## src/rtl/pipe_flush_ctrl.sv

```systemverilog
// Front-end recovery sequencer: picks the oldest mispredict/exception, flushes, drains, redirects fetch.
// Optional FLUSH_PERF_CNT_EN adds flush_count / stall_cycles counters.
//
// state    | meaning
// IDLE     | no recovery in progress
// FLUSH    | one-cycle flush pulse to fetch/decode/issue
// DRAIN    | waiting for in-flight ops and the issue queue to empty
// REDIRECT | restart PC offered to fetch until accepted
module pipe_flush_ctrl #(
  parameter int ADDR         = 32,
  parameter int ROB_DEPTH    = 64,
  parameter int INFLIGHT_MAX = 16,
  localparam int ROB         = $clog2(ROB_DEPTH),
  localparam int CW          = $clog2(INFLIGHT_MAX + 1)
) (
  input  logic            clk,
  input  logic            reset_,
  input  logic            mispred_valid,
  input  logic [ROB-1:0]  mispred_rob_id,
  input  logic [ADDR-1:0] mispred_target,
  input  logic            exc_valid,
  input  logic [ROB-1:0]  exc_rob_id,
  input  logic [ADDR-1:0] exc_vector,
  input  logic [ROB-1:0]  rob_head,
  input  logic            issue_fire,
  input  logic            exe_done,
  input  logic            iq_empty,
  output logic            flush,
  output logic            stall,
  output logic            redirect_valid,
  output logic [ADDR-1:0] redirect_pc,
  input  logic            redirect_ready,
  output logic            busy
`ifdef FLUSH_PERF_CNT_EN
  ,output logic [31:0]    flush_count,
  output logic [31:0]     stall_cycles
`endif
);

  localparam logic [1:0] S_IDLE     = 2'd0;
  localparam logic [1:0] S_FLUSH    = 2'd1;
  localparam logic [1:0] S_DRAIN    = 2'd2;
  localparam logic [1:0] S_REDIRECT = 2'd3;

  localparam logic [CW-1:0] IMAX = CW'(INFLIGHT_MAX);

  logic [1:0]      state_q, state_d;
  logic [ROB-1:0]  lat_id_q, lat_id_d;
  logic [ADDR-1:0] lat_pc_q, lat_pc_d;
  logic [CW-1:0]   inflight_q, inflight_d;
  logic            flush_q, stall_q, rv_q, busy_q;
  logic [ADDR-1:0] rpc_q, rpc_d;

  logic            ev_valid;
  logic [ROB-1:0]  ev_id;
  logic [ADDR-1:0] ev_pc;
  logic [ROB-1:0]  ev_age, lat_age;
  logic            ev_older;
  logic            flush_enter;

  // Ages are measured from the current head so the comparison survives ROB wrap.
  always_comb begin
    ev_valid = exc_valid | mispred_valid;
    ev_id    = exc_valid ? exc_rob_id : mispred_rob_id;
    ev_pc    = exc_valid ? exc_vector : mispred_target;
    ev_age   = ev_id - rob_head;
    lat_age  = lat_id_q - rob_head;
    ev_older = ev_valid && (ev_age < lat_age);
  end

  always_comb begin
    state_d     = state_q;
    lat_id_d    = lat_id_q;
    lat_pc_d    = lat_pc_q;
    flush_enter = 1'b0;
    unique case (state_q)
      S_IDLE: begin
        if (ev_valid) begin
          lat_id_d    = ev_id;
          lat_pc_d    = ev_pc;
          state_d     = S_FLUSH;
          flush_enter = 1'b1;
        end
      end
      default: begin
        if (ev_older) begin
          lat_id_d    = ev_id;
          lat_pc_d    = ev_pc;
          state_d     = S_FLUSH;
          flush_enter = 1'b1;
        end else begin
          case (state_q)
            S_FLUSH:    state_d = S_DRAIN;
            S_DRAIN:    if (inflight_q == '0 && iq_empty) state_d = S_REDIRECT;
            S_REDIRECT: if (redirect_ready) state_d = S_IDLE;
            default:    state_d = S_IDLE;
          endcase
        end
      end
    endcase
  end

  always_comb begin
    inflight_d = inflight_q;
    if (issue_fire && !exe_done && inflight_q != IMAX)
      inflight_d = inflight_q + CW'(1);
    else if (exe_done && !issue_fire && inflight_q != '0)
      inflight_d = inflight_q - CW'(1);
  end

  always_comb begin
    rpc_d = rpc_q;
    if (state_d == S_REDIRECT) rpc_d = lat_pc_d;
  end

  always_ff @(posedge clk or negedge reset_) begin
    if (!reset_) begin
      state_q    <= S_IDLE;
      lat_id_q   <= '0;
      lat_pc_q   <= '0;
      inflight_q <= '0;
      flush_q    <= 1'b0;
      stall_q    <= 1'b0;
      rv_q       <= 1'b0;
      busy_q     <= 1'b0;
      rpc_q      <= '0;
    end else begin
      state_q    <= state_d;
      lat_id_q   <= lat_id_d;
      lat_pc_q   <= lat_pc_d;
      inflight_q <= inflight_d;
      flush_q    <= flush_enter;
      stall_q    <= (state_d != S_IDLE);
      rv_q       <= (state_d == S_REDIRECT);
      busy_q     <= (state_d != S_IDLE);
      rpc_q      <= rpc_d;
    end
  end

  assign flush          = flush_q;
  assign stall          = stall_q;
  assign redirect_valid = rv_q;
  assign redirect_pc    = rpc_q;
  assign busy           = busy_q;

`ifdef FLUSH_PERF_CNT_EN
  logic [31:0] flush_cnt_q, stall_cnt_q;

  always_ff @(posedge clk or negedge reset_) begin
    if (!reset_) begin
      flush_cnt_q <= '0;
      stall_cnt_q <= '0;
    end else begin
      if (flush_enter) flush_cnt_q <= flush_cnt_q + 32'd1;
      if (stall_q)     stall_cnt_q <= stall_cnt_q + 32'd1;
    end
  end

  assign flush_count  = flush_cnt_q;
  assign stall_cycles = stall_cnt_q;
`endif

endmodule

```

## config.mk

```make
export PLATFORM = sky130hd
export DESIGN_NAME = pipe_flush_ctrl
export DESIGN_NICKNAME = d
export VERILOG_FILES = /design/src/rtl/pipe_flush_ctrl.sv
export SDC_FILE = /design/constraint.sdc
export NUM_CORES = 1
export LEC_CHECK = 0
export CORE_ASPECT_RATIO = 0.5
export CORE_UTILIZATION = 48
export CTS_CLUSTER_DIAMETER = 50
export DETAILED_ROUTE_END_ITERATION = 12
export HOLD_SLACK_MARGIN = 0.06
export PLACE_DENSITY = 0.86
export REMOVE_ABC_BUFFERS = 1
export SETUP_SLACK_MARGIN = 0.2
export SLEW_MARGIN = 15
export SYNTH_ARGS = -nofsm -noshare
export SYNTH_HDL_FRONTEND = slang
export SYNTH_SLANG_ARGS = --single-unit
```

## constraint.sdc

```tcl
create_clock -name clk -period 3.4 [get_ports clk]
set_clock_uncertainty 0.15 [all_clocks]
set_input_delay 0.51 -clock clk [delete_from_list [all_inputs] [get_ports clk]]
set_output_delay 0.51 -clock clk [all_outputs]
set_load 0.05 [all_outputs]
```

After elaboration in Yosys (flattened, before gate mapping)
Index checks and enable logic that the tools add are counted.
{"block": "classes", "addsub": 4, "n_lt_le_gt_ge": 1, "eq_ne": 6, "muxes": 19, "bitwise_logic": 1, "n_reduce_logical": 15}
{"op": "2-to-1 mux 32 bit", "count": 4}
{"op": "2-to-1 mux 6 bit", "count": 4}
{"op": "subtractor 6 bit", "count": 2}
{"op": "2-to-1 mux 2 bit", "count": 5}
{"op": "2-to-1 mux 5 bit", "count": 2}
{"op": "equality test 2 bit (second input constant)", "count": 3}
{"op": "logical AND 1 bit", "count": 6}
{"op": "< comparator 6 bit", "count": 1}
{"op": "case mux 2 bit (3 select lines)", "count": 1}
{"op": "nonzero test 2 bit", "count": 3}
{"op": "adder 5 x 1 -> 5 bit (second input constant)", "count": 1}
{"op": "zero test 5 bit", "count": 1}
{"op": "inequality test 5 bit (second input constant)", "count": 1}
{"op": "nonzero test 5 bit", "count": 1}
{"op": "subtractor 5 x 1 -> 5 bit (second input constant)", "count": 1}
{"op": "2-to-1 mux 1 bit", "count": 3}
{"op": "equality test 2 x 1 -> 1 bit (second input constant)", "count": 1}
{"op": "zero test 1 bit", "count": 2}
{"op": "zero test 2 bit", "count": 1}
{"op": "inequality test 2 bit (second input constant)", "count": 1}
{"op": "AND reduction 2 bit", "count": 1}
{"op": "bitwise OR 1 bit", "count": 1}
{"block": "word_totals", "regBits": 80, "inputBits": 90, "output_inout_bits": 36, "word_cells": 54}

Depth between registers and ports, before layout
Gate-level depths: netlist (run 1).
{"block": "logic_depth", "word_depth": 7, "ltp_mapped": 15, "mapped_depth_nobuf": 12}

Worst setup path after synthesis (run 1)
No wires, ideal clock.
{"block": "synth_path", "path_kind": "input-to-reg", "start": "input port exc_valid", "end": "register lat_id_q[3]", "setup_ps": 127, "arrival_ps": 3295, "required_ps": 3123, "setup_slack_ps": -172, "path_stages": 14, "n_path_buf": 2, "cell_sequence": "buf_2 > mux2_2 > ha_1 > nor2b_1 > nor3_1 > o21bai_1 > a21oi_1 > xnor2_1 > ha_1 > a211oi_2 > o211ai_2 > nand2_1 > buf_4 > mux2_1"}
{"block": "synth_between", "elab_chain_cells": 6, "elab_cells_between_ends": 11, "cone_classes": "1 x add/sub; 1 x order compare; 1 x eq/ne; 4 x mux; 1 x bitwise; 3 x reduce/logical"}
{"element": "from (decl)", "line": "21", "source": "input logic exc_valid,"}
{"element": "2-to-1 mux 6 bit", "line": "64", "source": "ev_id = exc_valid ? exc_rob_id : mispred_rob_id;"}
{"element": "via ev_id[1]", "line": "55", "source": "logic [ROB-1:0] ev_id;"}
{"element": "subtractor 6 bit", "line": "66", "source": "ev_age = ev_id - rob_head;"}
{"element": "< comparator 6 bit", "line": "68", "source": "ev_older = ev_valid && (ev_age < lat_age);"}
{"element": "logical AND 1 bit", "line": "68"}
{"element": "nonzero test 2 bit (no source line)"}
{"element": "AND reduction 2 bit (no source line)"}
{"element": "to (signal assigned)", "line": "129", "source": "lat_id_q <= lat_id_d;"}
{"element": "to (decl)", "line": "48", "source": "logic [ROB-1:0] lat_id_q, lat_id_d;"}
The timed path passes the listed nets, and every way through them passes these cells. The select of a mux whose other input is x is not followed.
A chain may end at the register's enable or synchronous reset.

Worst setup path after layout (run 1)
{"block": "layout_path", "start": "register lat_id_q[1]", "end": "register state_q[0]"}
{"block": "layout_between", "elab_chain_cells": 5}
{"element": "subtractor 6 bit", "line": "67", "source": "lat_age = lat_id_q - rob_head;"}
{"element": "< comparator 6 bit", "line": "68"}
{"element": "logical AND 1 bit", "line": "68"}
{"element": "2-to-1 mux 2 bit", "line": "86", "source": "if (ev_older) begin"}
{"element": "2-to-1 mux 2 bit", "line": "76", "source": "unique case (state_q)"}
{"element": "via state_d[0]", "line": "47", "source": "logic [1:0] state_q, state_d;"}
{"element": "to (signal assigned)", "line": "128", "source": "state_q <= state_d;"}
{"element": "to (decl)", "line": "47"}
The timed path passes the listed nets, and every way through them passes these cells.

==> out/metrics.yaml, run 1 <==
status: "complete, but fails checks"
violations: "negative setup slack"
max_freq_mhz: 289
cp_slowest_cell: "dfrtp_2"
cp_max_fo: 11
nNetsFinal: 649
fin_crit_sh_pct: 102
mappedNetlistArea_um2: 4260
netlist_instances: 384
max_stage_delay_ns: 0.45
cts_sinks: 80
fin_area_um2: 6680
grt_max_degree: 81
n_antenna_cell: 0
overflow: 0
ys.flop_type: "dfrtp_1"
grt_pass1_vias: 3870
placed_area_um2: 5720
area_delta_synth_final_pct: 56.9
gp_congestion: 0.823
die_area_um2: 9270
synth_edf_count: 0
cts_buffer_depth: 2
yosysSeqAreaShare_pct: 47.0
synth_seq_cells: 80
min_path_type: "input pin to async pin"
cp_data_required_time_ns: 3.47
numPortBuffers: 125
core_um2: 8290
tightestPinTransition_ns: 1.00
wl_per_cell_um: 21.8
ys_types: 45
rsz0062_at_grt: "yes"
critPathKind: "register to register"
drt_wl_total_um: 14300
cts_buffers: 9
post-route-drc-count: 0
post-route-util_pct: 80.6
yosys.area.top_type: "dfrtp_1"
path_cells: "ha_4 -> nor2b_4 -> o211ai_1 -> nand3b_1 -> a21oi_2 -> xnor2_1 -> ha_1 -> nand4_1 -> o211ai_4 -> buf_4 -> buf_8 -> o21ai_1 -> o21ba_1"
drv_cap: 0
setup_viol: 6
fp.dieH_um: 68.6
synth_warnings: 0
power.density_nw_per_um2: 1180
hold_slack_ns: 0.176
synth_most_common_cell: "dfrtp_1"
postRouteAntennaNets: 0
synthTopCellsByArea: "dfrtp_1 47%, mux2i_1 8.7%, a21oi_2 6.0%"
r2r_slack_ns: -0.06
antenna_found_initial: 0
synth_common_cells: "80 x dfrtp_1, 43 x a21oi_1, 38 x nor2_1"
place_hpwl_um: 7460
ios: 126
start_util_pct: 51.3
cts_tree: "built"
vdd_drop_max_v: 0.000699
cts-root-buf: "clkbuf_16"
rows: 23
grt_pass1_wl_um: 19400
clkLatencyLatePin_ns: 0.34
drive_gt1_share_pct: 30.8
via_count: 3929
dr.pass1.iters: 6
min_period_ns: 3.46
ctsHoldBuffers: 0
endpoint_kind: "register"
drtIter0Drc: 316
async_flop_share_pct: 100
viasPerCell: 6.00
grtUsageTotal_pct: 28.1
hold_violations: 0
p_leak_nw: 2.80
fin_ws_ns: -0.0584
slew_viol_final: 0
postSynthAreaPerCell_um2: 11.1
htree_levels: 3
synth_top_area_share_pct: 47.0
die_x_um: 135
cp-start-kind: "register"
clk_pin_slew_ns: 0.07
maxSlewHeadroom_pct: 33.0
arrival_ns: 3.53
-- cell type report --
class / instances / area [µm²]
clock buffers: 11 / 253
clock inverters: 5 / 103
fillers: 434 / 1610
inverters: 9 / 33.8
multi-input cells: 266 / 2400
flip-flops and latches: 80 / 2000
well taps: 112 / 140
repair buffers: 172 / 1740
-- power breakdown --
part           total, mW  leakage, nW  internal (mW)  switching (mW)
Sequential          1.76        0.886           1.45           0.310
Combinational       4.97         1.74           2.02            2.96
Clock               1.14        0.172          0.756           0.388
-- layout by cell type, fill, tap and decap left out, types with 5 or more instances in the layout --
master / n
a21o_1: 5
a21oi_1: 39
a21oi_2: 31
a22oi_1: 6
a22oi_2: 27
buf_12: 5
buf_4: 31
buf_6: 8
clkbuf_16: 12
clkdlybuf4s50_1: 112
dfrtp_1: 79
dlygate4sd2_1: 5
ha_1: 10
ha_4: 7
inv_1: 5
mux2_4: 7
mux2i_1: 35
nand2_1: 6
nor2_1: 38
xnor2_1: 5
xor2_1: 6
-- worst max-delay path, delay by kind of cell (launching register included) --
kind	cells	cell delay [ns]
AOI/OAI and AO/OA	5	1.19
xor gates and xnor gates	1	0.12
adders and majority gates	2	0.62
buffers and inverters	2	0.33
DFF	1	0.45
and+or+nand+nor	3	0.47
-- worst paths after layout --
| check | from | to | cells past startpoint |
|---|---|---|---|
| min reg2reg | redirect_pc[13] | redirect_pc[13] | 2 |
| min | reset_ | lat_pc_q[19] | 1 |
| max in group asynchronous | reset_ | lat_id_q[1] | 1 |
| min in group clk | redirect_pc[13] | redirect_pc[13] | 2 |
| max reg2reg | lat_id_q[1] | state_q[0] | 13 |
| max | lat_id_q[1] | state_q[0] | 13 |
-- metrics by stage --
| stage | TNS [ns] | std cells | power [mW] | worst slack (ns) |
|---|---|---|---|---|
| after floorplan | -137.74 | 355 | 4.13 | -2.08 |
| after global placement | -19.18 | 620 | 5.42 | -0.325 |
| after detailed placement | -30.70 | 620 | 5.58 | -0.491 |
| after CTS | 0 | 646 | 7.06 | 0.209 |
| after global routing | -2.51 | 655 | 8.24 | -0.130 |
| final | -0.120 | 655 | 7.88 | -0.0584 |
-- registers in the layout, summed over array words and instances, names as in the netlist --
| signal | flops |
|---|---|
| busy | 1 |
| lat_id_q | 6 |
| redirect_pc | 32 |
| redirect_valid | 1 |
| inflight_q | 5 |
| flush | 1 |
| lat_pc_q | 32 |
| state_q | 2 |
-- logic make-up after synthesis --
logic type | share of synthesized area (%)
compound gates | 20.9
xor+xnor | 2.26
fa+ha+maj | 6.70
buf+inv | 5.26
flops | 47.0
mux | 11.6
simple gates | 6.23
-- metal layers --
layer | vias up | track usage [%] | share of wire (%)
met5 | - | 0 | 0
met2 | 190 | 52.1 | 51
met4 | 0 | 15.9 | 4.9
met1 | 1968 | 31.1 | 38
li1 | 1709 | - | -
met3 | 62 | 6.21 | 5.3
-- timing repair --
action	in CTS	in global routing
gates cloned	0	4
pin swaps	27	28
setup buffers	10	5
endpoints found under the setup margin	75	75
gates resized for setup	58	51
(Power assumes the default switching activity.)
==> run 2: changes to the inputs <==
Clock period 3.4 ns to 4.3 ns, I/O delays scaled along.
==> out/metrics.yaml, run 2 (synthesis gave the netlist of run 1 again) <==
status: "complete, no violations"
min_path_type: "input pin to async pin"
cts-root-buf: "clkbuf_16"
clkPwrFrac_pct: 15.8  # +1.3 points
place_hpwl_um: 6670  # -11%
drive_gt1_share_pct: 12.7  # -18 points
r2r_end: "state_q[0]"
min_period_ns: 3.81
grt_max_degree: 81  # unchanged
hold_violations: 0  # unchanged
arrival_ns: 3.86  # +0.33 ns
wl_per_cell_um: 16.0  # -27%
ios: 126  # unchanged
hold_slack_ns: 0.322  # +0.147 ns
grtUsageTotal_pct: 22.7  # -5.5 points
numPortBuffers: 125  # unchanged
dr.pass1.iters: 4  # -2
start_util_pct: 51.3  # unchanged
mostFrequentLayoutCell: "clkdlybuf4s50_1"
r2r-start: "lat_id_q[0]"
cp-start-kind: "input pin"
mostFrequentLayoutCells: "123 x clkdlybuf4s50_1, 80 x dfrtp_1, 43 x a21oi_1"
setup_viol: 0  # -6
overflow: 0  # unchanged
fin_crit_sh_pct: 88.7
drt_wl_total_um: 9850  # -31%
die_area_um2: 9270  # unchanged
grt_pass1_wl_um: 15800  # -18%
seqCellArea_um2: 2000  # about the same
fp.dieH_um: 68.6  # unchanged
cts_tree: "built"
rsz0062_at_grt: "no"
core_um2: 8290  # unchanged
p_seq_share_pct: 27.0  # +4.6 points
p_switching_mw: 2.31  # -37%
cts_buffer_depth: 2  # unchanged
ctsHoldBuffers: 0  # unchanged
maxSlewHeadroom_pct: 34.3  # +1.4 points
postRouteAntennaNets: 0  # unchanged
cts_buffers: 9  # unchanged
antenna_found_initial: 0  # unchanged
htree_levels: 3  # unchanged
drv_cap: 0  # unchanged
die_x_um: 135  # unchanged
via_count: 3327  # -15%
n_antenna_cell: 0  # unchanged
max_freq_mhz: 262
cts_sinks: 80  # unchanged
critPathKind: "input pin to register"
cts_setup_buffers: 0  # -10
clkLatencyLatePin_ns: 0.33  # about the same
post-route-drc-count: 0  # unchanged
r2r_slack_ns: 1.00  # +1.06 ns
viasPerCell: 5.41  # -9.8%
swShare_pct: 46.0  # -0.31 points
rows: 23  # unchanged
drtIter0Drc: 224  # -29%
vdd_drop_max_v: 0.000462  # -34%
power.density_nw_per_um2: 859  # -27%
intPower_mw: 2.71  # -36%
postCtsResizedCells: 0  # -100%
slew_viol_final: 0  # unchanged
nNetsFinal: 609  # -6.2%
cp_max_fo: 32  # +21
grt_pass1_vias: 3219  # -17%
area_delta_synth_final_pct: 37.5
p_leak_nw: 2.48  # -12%
fin_setup_tns_ns: 0  # +0.120 ns
p_comb_share_pct: 57.1  # -6.0 points
gp_congestion: 0.823  # about the same
endpoint_kind: "register"
fill_cells: 583  # +34%
r2r_cells: 13  # unchanged
clk_pin_slew_ns: 0.06  # about the same
multi_input_area_um2: 2050  # -15%
tightestPinTransition_ns: 0.985  # -0.0166 ns
cp_data_required_time_ns: 4.34  # +0.87 ns
run 2: critical path: stages:
cell	delay, ns
clkdlybuf4s50_1	0.39
mux2_2	0.30
ha_1	0.27
nor2b_1	0.14
nor3_1	0.20
o21bai_1	0.11
a21oi_1	0.18
xnor2_1	0.10
ha_1	0.33
a211oi_2	0.32
o211ai_4	0.13
nand2_1	0.35
buf_12	0.25
a22oi_1	0.11
run 2: worst max path at each step:
stage,cells past startpoint,startpoint,end
2_1_floorplan,12,exc_valid,lat_id_q[1]
3_3_place_gp,14,exc_rob_id[0],state_q[0]
3_5_place_dp,14,exc_rob_id[0],state_q[0]
4_1_cts,14,exc_rob_id[0],state_q[0]
5_1_grt,14,exc_rob_id[1],lat_pc_q[9]
6_report,14,exc_rob_id[1],lat_id_q[5]
run 2: layout make-up:
| class | instances | area share (%) |
|---|---|---|
| multi-input combinational | 266 | 35.1 |
| sequential | 80 | 34.2 |
| timing repair buffer | 132 | 22.4 |
| clock buffer | 10 | 3.91 |
| tap | 112 | 2.40 |
| clock inverter | 6 | 1.43 |
| inverter | 9 | 0.577 |
run 2: power groups by stage:
stage | Sequential [mW] | Clock, mW | Combinational (mW)
after floorplan | 1.86 | 0 | 1.40
after global placement | 1.34 | 0 | 2.78
after detailed placement | 1.37 | 0 | 2.85
after CTS | 1.36 | 0.814 | 2.88
after global routing | 1.40 | 0.843 | 3.12
final | 1.36 | 0.796 | 2.87
run 2: routing by layer:
layer  global-route usage (%)  wire, µm  up-vias
li1                         -         -     1616
met1                     28.2      4220     1612
met2                     39.9      5070       88
met3                     5.34       430       11
met4                     7.44       128        0
met5                        0         0        -
run 2: stage by stage:
step	power [mW]	utilization, %	setup slack [ns]	area, µm²	std cells
6_report	5.02	70.6	0.485	5850	615
5_1_grt	5.36	70.6	0.269	5850	615
4_1_cts	5.05	70.6	0.507	5850	615
3_5_place_dp	4.22	66.8	0.184	5540	599
3_3_place_gp	4.12	66.8	0.207	5540	599
2_1_floorplan	3.26	-	-1.31	4070	355
